## src/rtl/nmi_scheduler_if.sv

```systemverilog
// Handshake bundle between the NMI scheduler and its neighbours: control inputs
// from the clock/reset block and address decoder, and timing outputs to the CPU core.
interface nmi_scheduler_if #(
    parameter int NMI_PERIOD = 14
) ();
    localparam int PH_W = (NMI_PERIOD < 2) ? 1 : $clog2(NMI_PERIOD);

    logic            run;
    logic            nmi_mask;
    logic            wdog_clr;
    logic            tick;
    logic [PH_W-1:0] phase;
    logic            nmi_n;
    logic            cpu_rst;

    modport master (
        output run, nmi_mask, wdog_clr,
        input  tick, phase, nmi_n, cpu_rst
    );

    modport slave (
        input  run, nmi_mask, wdog_clr,
        output tick, phase, nmi_n, cpu_rst
    );
endinterface

```

## src/rtl/nmi_scheduler.sv

```systemverilog
// NMI timing controller: prescaler -> tick -> phase counter -> periodic active-low NMI
// pulse, with a watchdog that forces a timed CPU reset when it is not cleared in time.
module nmi_scheduler #(
    parameter int PRESCALE     = 4096,
    parameter int NMI_PERIOD   = 14,
    parameter int NMI_WIDTH    = 32,
    parameter int WDOG_PERIODS = 8,
    parameter int RST_WIDTH    = 64
) (
    input  logic           clk,
    input  logic           rst,
    nmi_scheduler_if.slave bus
);
    localparam int PRE_W   = (PRESCALE < 2) ? 1 : $clog2(PRESCALE);
    localparam int PH_W    = (NMI_PERIOD < 2) ? 1 : $clog2(NMI_PERIOD);
    localparam int WD_W    = (WDOG_PERIODS < 1) ? 1 : $clog2(WDOG_PERIODS + 1);
    localparam int CNT_MAX = (NMI_WIDTH > RST_WIDTH) ? NMI_WIDTH : RST_WIDTH;
    localparam int CNT_W   = (CNT_MAX < 2) ? 1 : $clog2(CNT_MAX + 1);

    localparam logic [PRE_W-1:0] PRE_LAST = PRE_W'(PRESCALE - 1);
    localparam logic [PRE_W-1:0] PRE_ONE  = PRE_W'(1);
    localparam logic [PH_W-1:0]  PH_LAST  = PH_W'(NMI_PERIOD - 1);
    localparam logic [PH_W-1:0]  PH_ONE   = PH_W'(1);
    localparam logic [WD_W-1:0]  WD_LAST  = (WDOG_PERIODS == 0) ? WD_W'(0) : WD_W'(WDOG_PERIODS - 1);
    localparam logic [WD_W-1:0]  WD_ONE   = WD_W'(1);
    localparam logic [CNT_W-1:0] NMI_LAST = CNT_W'(NMI_WIDTH - 1);
    localparam logic [CNT_W-1:0] RST_LAST = CNT_W'(RST_WIDTH - 1);
    localparam logic [CNT_W-1:0] CNT_ONE  = CNT_W'(1);
    localparam logic             WD_ON    = (WDOG_PERIODS != 0);

    typedef enum logic [1:0] {
        ST_IDLE  = 2'd0,
        ST_PULSE = 2'd1,
        ST_WDRST = 2'd2
    } state_t;

    state_t           state_q, state_d;
    logic [PRE_W-1:0] pre_q,   pre_d;
    logic [PH_W-1:0]  phase_q, phase_d;
    logic [WD_W-1:0]  wd_q,    wd_d;
    logic [CNT_W-1:0] cnt_q,   cnt_d;
    logic             tick_q,  tick_d;
    logic             nmi_n_q, nmi_n_d;
    logic             cpu_rst_q, cpu_rst_d;

    logic adv_s;
    logic evt_s;
    logic expire_s;

    // The tick that wraps phase leaves phase at 0 while tick is high: that cycle is the NMI event.
    assign adv_s    = bus.run && (state_q != ST_WDRST);
    assign evt_s    = tick_q && (phase_q == {PH_W{1'b0}});
    assign expire_s = WD_ON && evt_s && !bus.wdog_clr && (wd_q == WD_LAST);

    // Next-state logic for the prescaler, phase, watchdog and pulse/reset state machine.
    always_comb begin
        pre_d     = pre_q;
        phase_d   = phase_q;
        wd_d      = wd_q;
        cnt_d     = cnt_q;
        state_d   = state_q;
        tick_d    = 1'b0;
        nmi_n_d   = 1'b1;
        cpu_rst_d = 1'b0;

        if (adv_s) begin
            if (pre_q == PRE_LAST) begin
                pre_d   = {PRE_W{1'b0}};
                tick_d  = 1'b1;
                phase_d = (phase_q == PH_LAST) ? {PH_W{1'b0}} : (phase_q + PH_ONE);
            end else begin
                pre_d = pre_q + PRE_ONE;
            end
        end else begin
            pre_d = pre_q;
        end

        // Clear beats a same-cycle event so a decoder write on the event cycle keeps wd at 0.
        if (bus.wdog_clr) begin
            wd_d = {WD_W{1'b0}};
        end else if (evt_s && WD_ON) begin
            wd_d = wd_q + WD_ONE;
        end else begin
            wd_d = wd_q;
        end

        if (expire_s) begin
            state_d   = ST_WDRST;
            cnt_d     = RST_LAST;
            cpu_rst_d = 1'b1;
            pre_d     = {PRE_W{1'b0}};
            phase_d   = {PH_W{1'b0}};
            wd_d      = {WD_W{1'b0}};
            tick_d    = 1'b0;
        end else begin
            case (state_q)
                ST_IDLE: begin
                    if (evt_s && !bus.nmi_mask) begin
                        state_d = ST_PULSE;
                        cnt_d   = NMI_LAST;
                        nmi_n_d = 1'b0;
                    end else begin
                        state_d = ST_IDLE;
                    end
                end
                ST_PULSE: begin
                    if (cnt_q == {CNT_W{1'b0}}) begin
                        state_d = ST_IDLE;
                    end else begin
                        cnt_d   = cnt_q - CNT_ONE;
                        nmi_n_d = 1'b0;
                    end
                end
                ST_WDRST: begin
                    pre_d   = {PRE_W{1'b0}};
                    phase_d = {PH_W{1'b0}};
                    wd_d    = {WD_W{1'b0}};
                    if (cnt_q == {CNT_W{1'b0}}) begin
                        state_d = ST_IDLE;
                    end else begin
                        cnt_d     = cnt_q - CNT_ONE;
                        cpu_rst_d = 1'b1;
                    end
                end
                default: begin
                    state_d = ST_IDLE;
                    cnt_d   = {CNT_W{1'b0}};
                end
            endcase
        end
    end

    // State and output registers with synchronous reset.
    always_ff @(posedge clk) begin
        if (rst) begin
            state_q   <= ST_IDLE;
            pre_q     <= {PRE_W{1'b0}};
            phase_q   <= {PH_W{1'b0}};
            wd_q      <= {WD_W{1'b0}};
            cnt_q     <= {CNT_W{1'b0}};
            tick_q    <= 1'b0;
            nmi_n_q   <= 1'b1;
            cpu_rst_q <= 1'b0;
        end else begin
            state_q   <= state_d;
            pre_q     <= pre_d;
            phase_q   <= phase_d;
            wd_q      <= wd_d;
            cnt_q     <= cnt_d;
            tick_q    <= tick_d;
            nmi_n_q   <= nmi_n_d;
            cpu_rst_q <= cpu_rst_d;
        end
    end

    assign bus.tick    = tick_q;
    assign bus.phase   = phase_q;
    assign bus.nmi_n   = nmi_n_q;
    assign bus.cpu_rst = cpu_rst_q;
endmodule

```

## src/flat_wrapper.sv

```systemverilog
// flat-port wrapper written by rule: the top's interface ports become plain ports
module nmi_scheduler_flat 
#(
    parameter int PRESCALE     = 4096,
    parameter int NMI_PERIOD   = 14,
    parameter int NMI_WIDTH    = 32,
    parameter int WDOG_PERIODS = 8,
    parameter int RST_WIDTH    = 64
)
  (clk, rst, bus_run, bus_nmi_mask, bus_wdog_clr, bus_tick, bus_phase, bus_nmi_n, bus_cpu_rst);
  nmi_scheduler_if #(.NMI_PERIOD(NMI_PERIOD)) bus_i ();
  input  logic clk;
  input  logic rst;
  input wire logic [$bits(bus_i.run)-1:0] bus_run;
  input wire logic [$bits(bus_i.nmi_mask)-1:0] bus_nmi_mask;
  input wire logic [$bits(bus_i.wdog_clr)-1:0] bus_wdog_clr;
  output wire logic [$bits(bus_i.tick)-1:0] bus_tick;
  output wire logic [$bits(bus_i.phase)-1:0] bus_phase;
  output wire logic [$bits(bus_i.nmi_n)-1:0] bus_nmi_n;
  output wire logic [$bits(bus_i.cpu_rst)-1:0] bus_cpu_rst;
  assign bus_i.run = bus_run;
  assign bus_i.nmi_mask = bus_nmi_mask;
  assign bus_i.wdog_clr = bus_wdog_clr;
  assign bus_tick = bus_i.tick;
  assign bus_phase = bus_i.phase;
  assign bus_nmi_n = bus_i.nmi_n;
  assign bus_cpu_rst = bus_i.cpu_rst;
  nmi_scheduler #(.PRESCALE(PRESCALE), .NMI_PERIOD(NMI_PERIOD), .NMI_WIDTH(NMI_WIDTH), .WDOG_PERIODS(WDOG_PERIODS), .RST_WIDTH(RST_WIDTH)) u_core (.clk(clk), .rst(rst), .bus(bus_i));
endmodule
```

## config.mk

```make
export PLATFORM = sky130hd
export DESIGN_NAME = nmi_scheduler_flat
export DESIGN_NICKNAME = d
export VERILOG_FILES = /design/src/rtl/nmi_scheduler_if.sv /design/src/rtl/nmi_scheduler.sv /design/src/flat_wrapper.sv
export SDC_FILE = /design/constraint.sdc
export NUM_CORES = 1
export LEC_CHECK = 0
export BUFFER_PORTS_ARGS = -buffer_cell sky130_fd_sc_hd__buf_2
export CORE_MARGIN = 1.5
export CORE_UTILIZATION = 53
export DETAILED_ROUTE_END_ITERATION = 6
export GPL_TIMING_DRIVEN = 0
export PLACE_DENSITY = 0.79
export RECOVER_POWER = 50
export SYNTH_ARGS = -nofsm -noshare
export SYNTH_HDL_FRONTEND = slang
export SYNTH_SLANG_ARGS = --single-unit
```

## constraint.sdc

```tcl
create_clock -name clk -period 2 [get_ports clk]
set_clock_uncertainty 0.05 [all_clocks]
set_input_delay 0.1 -clock clk [delete_from_list [all_inputs] [get_ports clk]]
set_output_delay 0.1 -clock clk [all_outputs]
set_load 0.05 [all_outputs]
```

==> run_results.csv <==
group,metric,value,unit
final_layout,syn2layout_area_growth,22.1,%
route,drcViolationCount,0,
synth,syn_area_per_cell,8.64,µm²
floorplanning,core_area,3030,µm²
synth,yosys.area.top_type_share,0.380,
flow_run,cap_violations,0,
final_layout,drive_above_1_share,0.208,
timing,period_needed,2.03,ns
worst_setup_path,worstSetupStartpoint,"u_core.bus.phase[1]$_SDFFE_PP0P_",
power_and_ir_drop,p_leak,0.725,nW
synth,ys_types,43,
worst_setup_path,start_kind,"flip-flop",
synth,synth-seq-cells,32,
global_routing,gr-total-overflow,0,
synth,synth_ff_type,"dfxtp_1",
synth,ys_seq_area_frac,0.380,
final_layout,antenna_cells,0,
clock_tree,cts_buffers,5,
timing,layout_setup_ws,-0.0251,ns
clock_tree,cts_max_level,2,
timing,worstMarginPinSlew,0.592,ns
floorplanning,num_io_pins,12,
worst_setup_path,worst_setup_path_end_kind,"flip-flop",
global_routing,grt_usage,0.245,
final_layout,seq_area,656,µm²
synth,yosysMostFrequentCell,"dfxtp_1",
worst_setup_path,reg2reg_from,"u_core.bus.phase[1]$_SDFFE_PP0P_",
route,routed_wl,4070,µm
synth,synth_edf_count,0,
timing,finalHoldViolations,0,
clock_tree,clock-sinks,32,
floorplanning,die_w,59.4,µm
clock_tree,path_clk_slew,0.11,ns
worst_setup_path,r2r_slack,-0.03,ns
placement,dp_cells,250,
route,routed_via_density,5.97,
global_routing,grt_max_degree,12,
floorplanning,rows,20,
final_layout,nets,238,
clock_tree,cts_tree,"done",
floorplanning,initial_utilization,0.556,
floorplanning,die-height,59.4,µm
synth,yosys-top-cells-count,"dfxtp_1 (32), nor2_1 (15), nand2_1 (14)",
placement,dpl.hpwl,2640,µm
placement,place_congestion,0.893,
synth,netlist_area,1680,µm²
route,drt_iter0_drc,129,
timing,fmaxAchievable,494,MHz
floorplanning,die_area,3520,µm²
worst_setup_path,crit_fanout,4,
timing,slew_headroom,0.607,
worst_setup_path,cp.required,2.23,ns
worst_setup_path,reg2regPathDepth,5,
route,routed-via-count,1612,
worst_hold_path,min-delay-start,"bus_run",
timing,period_share,1.01,
synth,syn_inst,195,
final_layout,multi_input_area,1080,µm²
route,dr.pass1.iters,4,
worst_hold_path,min_path_type,"input pin to flip-flop",
clock_tree,clockBufferDepth,2,
route,routedWlPerCell,15.1,µm
outcome,status,"finished, violations left",
clock_tree,clockRootBuffer,"clkbuf_4",
route,ant_nets,0,
outcome,violations,"setup timing",
timing,rsz0062_at_grt,"true",
placement,place_ws,-0.219,ns
timing,setup_viol,1,
synth,synthTopCellsByArea,"dfxtp_1 (38%), ha_1 (5.9%), xor2_1 (4.2%)",
power_and_ir_drop,power,1.06,mW
clock_tree,worstSkewPairLatency,0.35,ns
global_routing,grt_antenna_before_repair,0,
worst_setup_path,critPathCapture,"u_core.cnt_q[6]$_SDFFE_PP0P_",
synth,synth_top_area_cell,"dfxtp_1",
final_layout,stdcell_count,270,
worst_setup_path,arrival,2.26,ns
final_layout,fill_cells,230,
synth,async_reset_ff_frac,0,
timing,maxSlewViolCount,0,
global_routing,first_global_vias,1473,
power_and_ir_drop,irDropWorstVdd,0.510,mV
worst_setup_path,r2r-end,"u_core.cnt_q[6]$_SDFFE_PP0P_",
global_routing,grt_pass1_wl,6510,µm
worst_setup_path,worstSetupPathType,"flip-flop to flip-flop",
synth,syn_nets,208,
placement,port_buffers,11,
synth,yosysWarnings,0,
power_and_ir_drop,power.density,518,nW/µm²
-- area by class of cell --
type                    count  share of cell area
multi-input cells         150               0.527
flip-flops and latches     32               0.319
repair buffers             24              0.0724
well taps                  44              0.0268
clock buffers               5              0.0183
inverters                   8              0.0146
plain buffers               4              0.0128
clock inverters             3             0.00913
-- what timing repair did --
item	CTS	global route
pin swaps	4	4
hold buffers	2	0
gates resized for setup	8	12
gates cloned	0	0
setup buffers	9	2
setup endpoints to repair	24	25
hold endpoints to repair	5	0
-- where the power goes --
part | internal, mW | switching (mW)
sequential | 0.636 | 0.00428
clock | 0.135 | 0.245
combinational | 0.0186 | 0.0249
-- metal layers --
metal,GRT usage,up-vias,share of wire
met2,0.391,43,0.47
met1,0.314,770,0.46
li1,-,793,-
met5,0,-,0
met3,0.0655,6,0.047
met4,0.0974,0,0.015
-- sequential cells by signal, summed over array words and instances, names as in the netlist --
signal and cells:
u_core.bus.cpu_rst 1, u_core.bus.nmi_n 1, u_core.bus.phase 4, u_core.bus.tick 1, u_core.cnt_q 7, u_core.pre_q 12, u_core.state_q 2, u_core.wd_q 4
-- cells in the final DEF, fill, tap and decap left out, types with 2 or more instances in the layout --
cell type,instances
dfxtp_1,26
nor2_1,15
nand2_1,14
nor3_1,12
buf_4,10
nand3_1,9
inv_1,8
xor2_1,8
ha_1,8
xnor2_1,7
clkbuf_1,7
a21oi_1,7
o21ai_0,7
nand4_1,6
a31oi_1,6
clkbuf_4,6
buf_2,6
or4_1,5
and3_1,3
nor2b_1,3
nor3b_1,3
o31ai_1,3
dfxtp_4,3
dfxtp_2,3
nand4b_1,2
nor4_2,2
mux2i_1,2
a32oi_1,2
nor4_1,2
clkinv_2,2
dlygate4sd3_1,2
-- cells by family after synthesis --
logic type / count (synthesis) / synth area share
multiplexers: 2 / 0.0119
AO/OA/AOI/OAI: 38 / 0.155
AND/OR/NAND/NOR: 87 / 0.285
adder cells (fa/ha/maj): 8 / 0.0594
XOR/XNOR: 15 / 0.0780
flip-flops: 32 / 0.380
buffers and inverters: 13 / 0.0305
-- worst min-delay path by stage --
stage	slack, ns	cells after the start	end
final	0.05	4	u_core.pre_q[0]$_SDFFE_PP0N_
after global placement	0.28	2	u_core.wd_q[3]$_SDFFE_PP0N_
after floorplan	0.13	1	u_core.wd_q[3]$_SDFFE_PP0N_
after global routing	0.07	4	u_core.pre_q[0]$_SDFFE_PP0N_
after CTS	0.05	4	u_core.pre_q[0]$_SDFFE_PP0N_
after detailed placement	0.29	2	u_core.wd_q[0]$_SDFFE_PP0N_
-- critical path: stages (launching register included) --
cell	delay (ns)
dfxtp_4	0.36
or4b_1	0.53
buf_6	0.14
o31a_4	0.30
or4_4	0.42
a211oi_2	0.17
-- stage by stage --
stage | hold WS (ns) | TNS (ns) | cell area, µm² | utilization
finish | 0.0500 | -0.0251 | 2060 | 0.679
CTS | 0.0507 | -0.0686 | 2020 | 0.666
global route | 0.0743 | -0.247 | 2060 | 0.679
detailed placement | 0.288 | -3.52 | 1820 | 0.601
global placement | 0.278 | -2.85 | 1820 | 0.601
floorplan | 0.127 | -0.244 | 1710 | -
No activity file was read; power rests on OpenSTA's default activity.
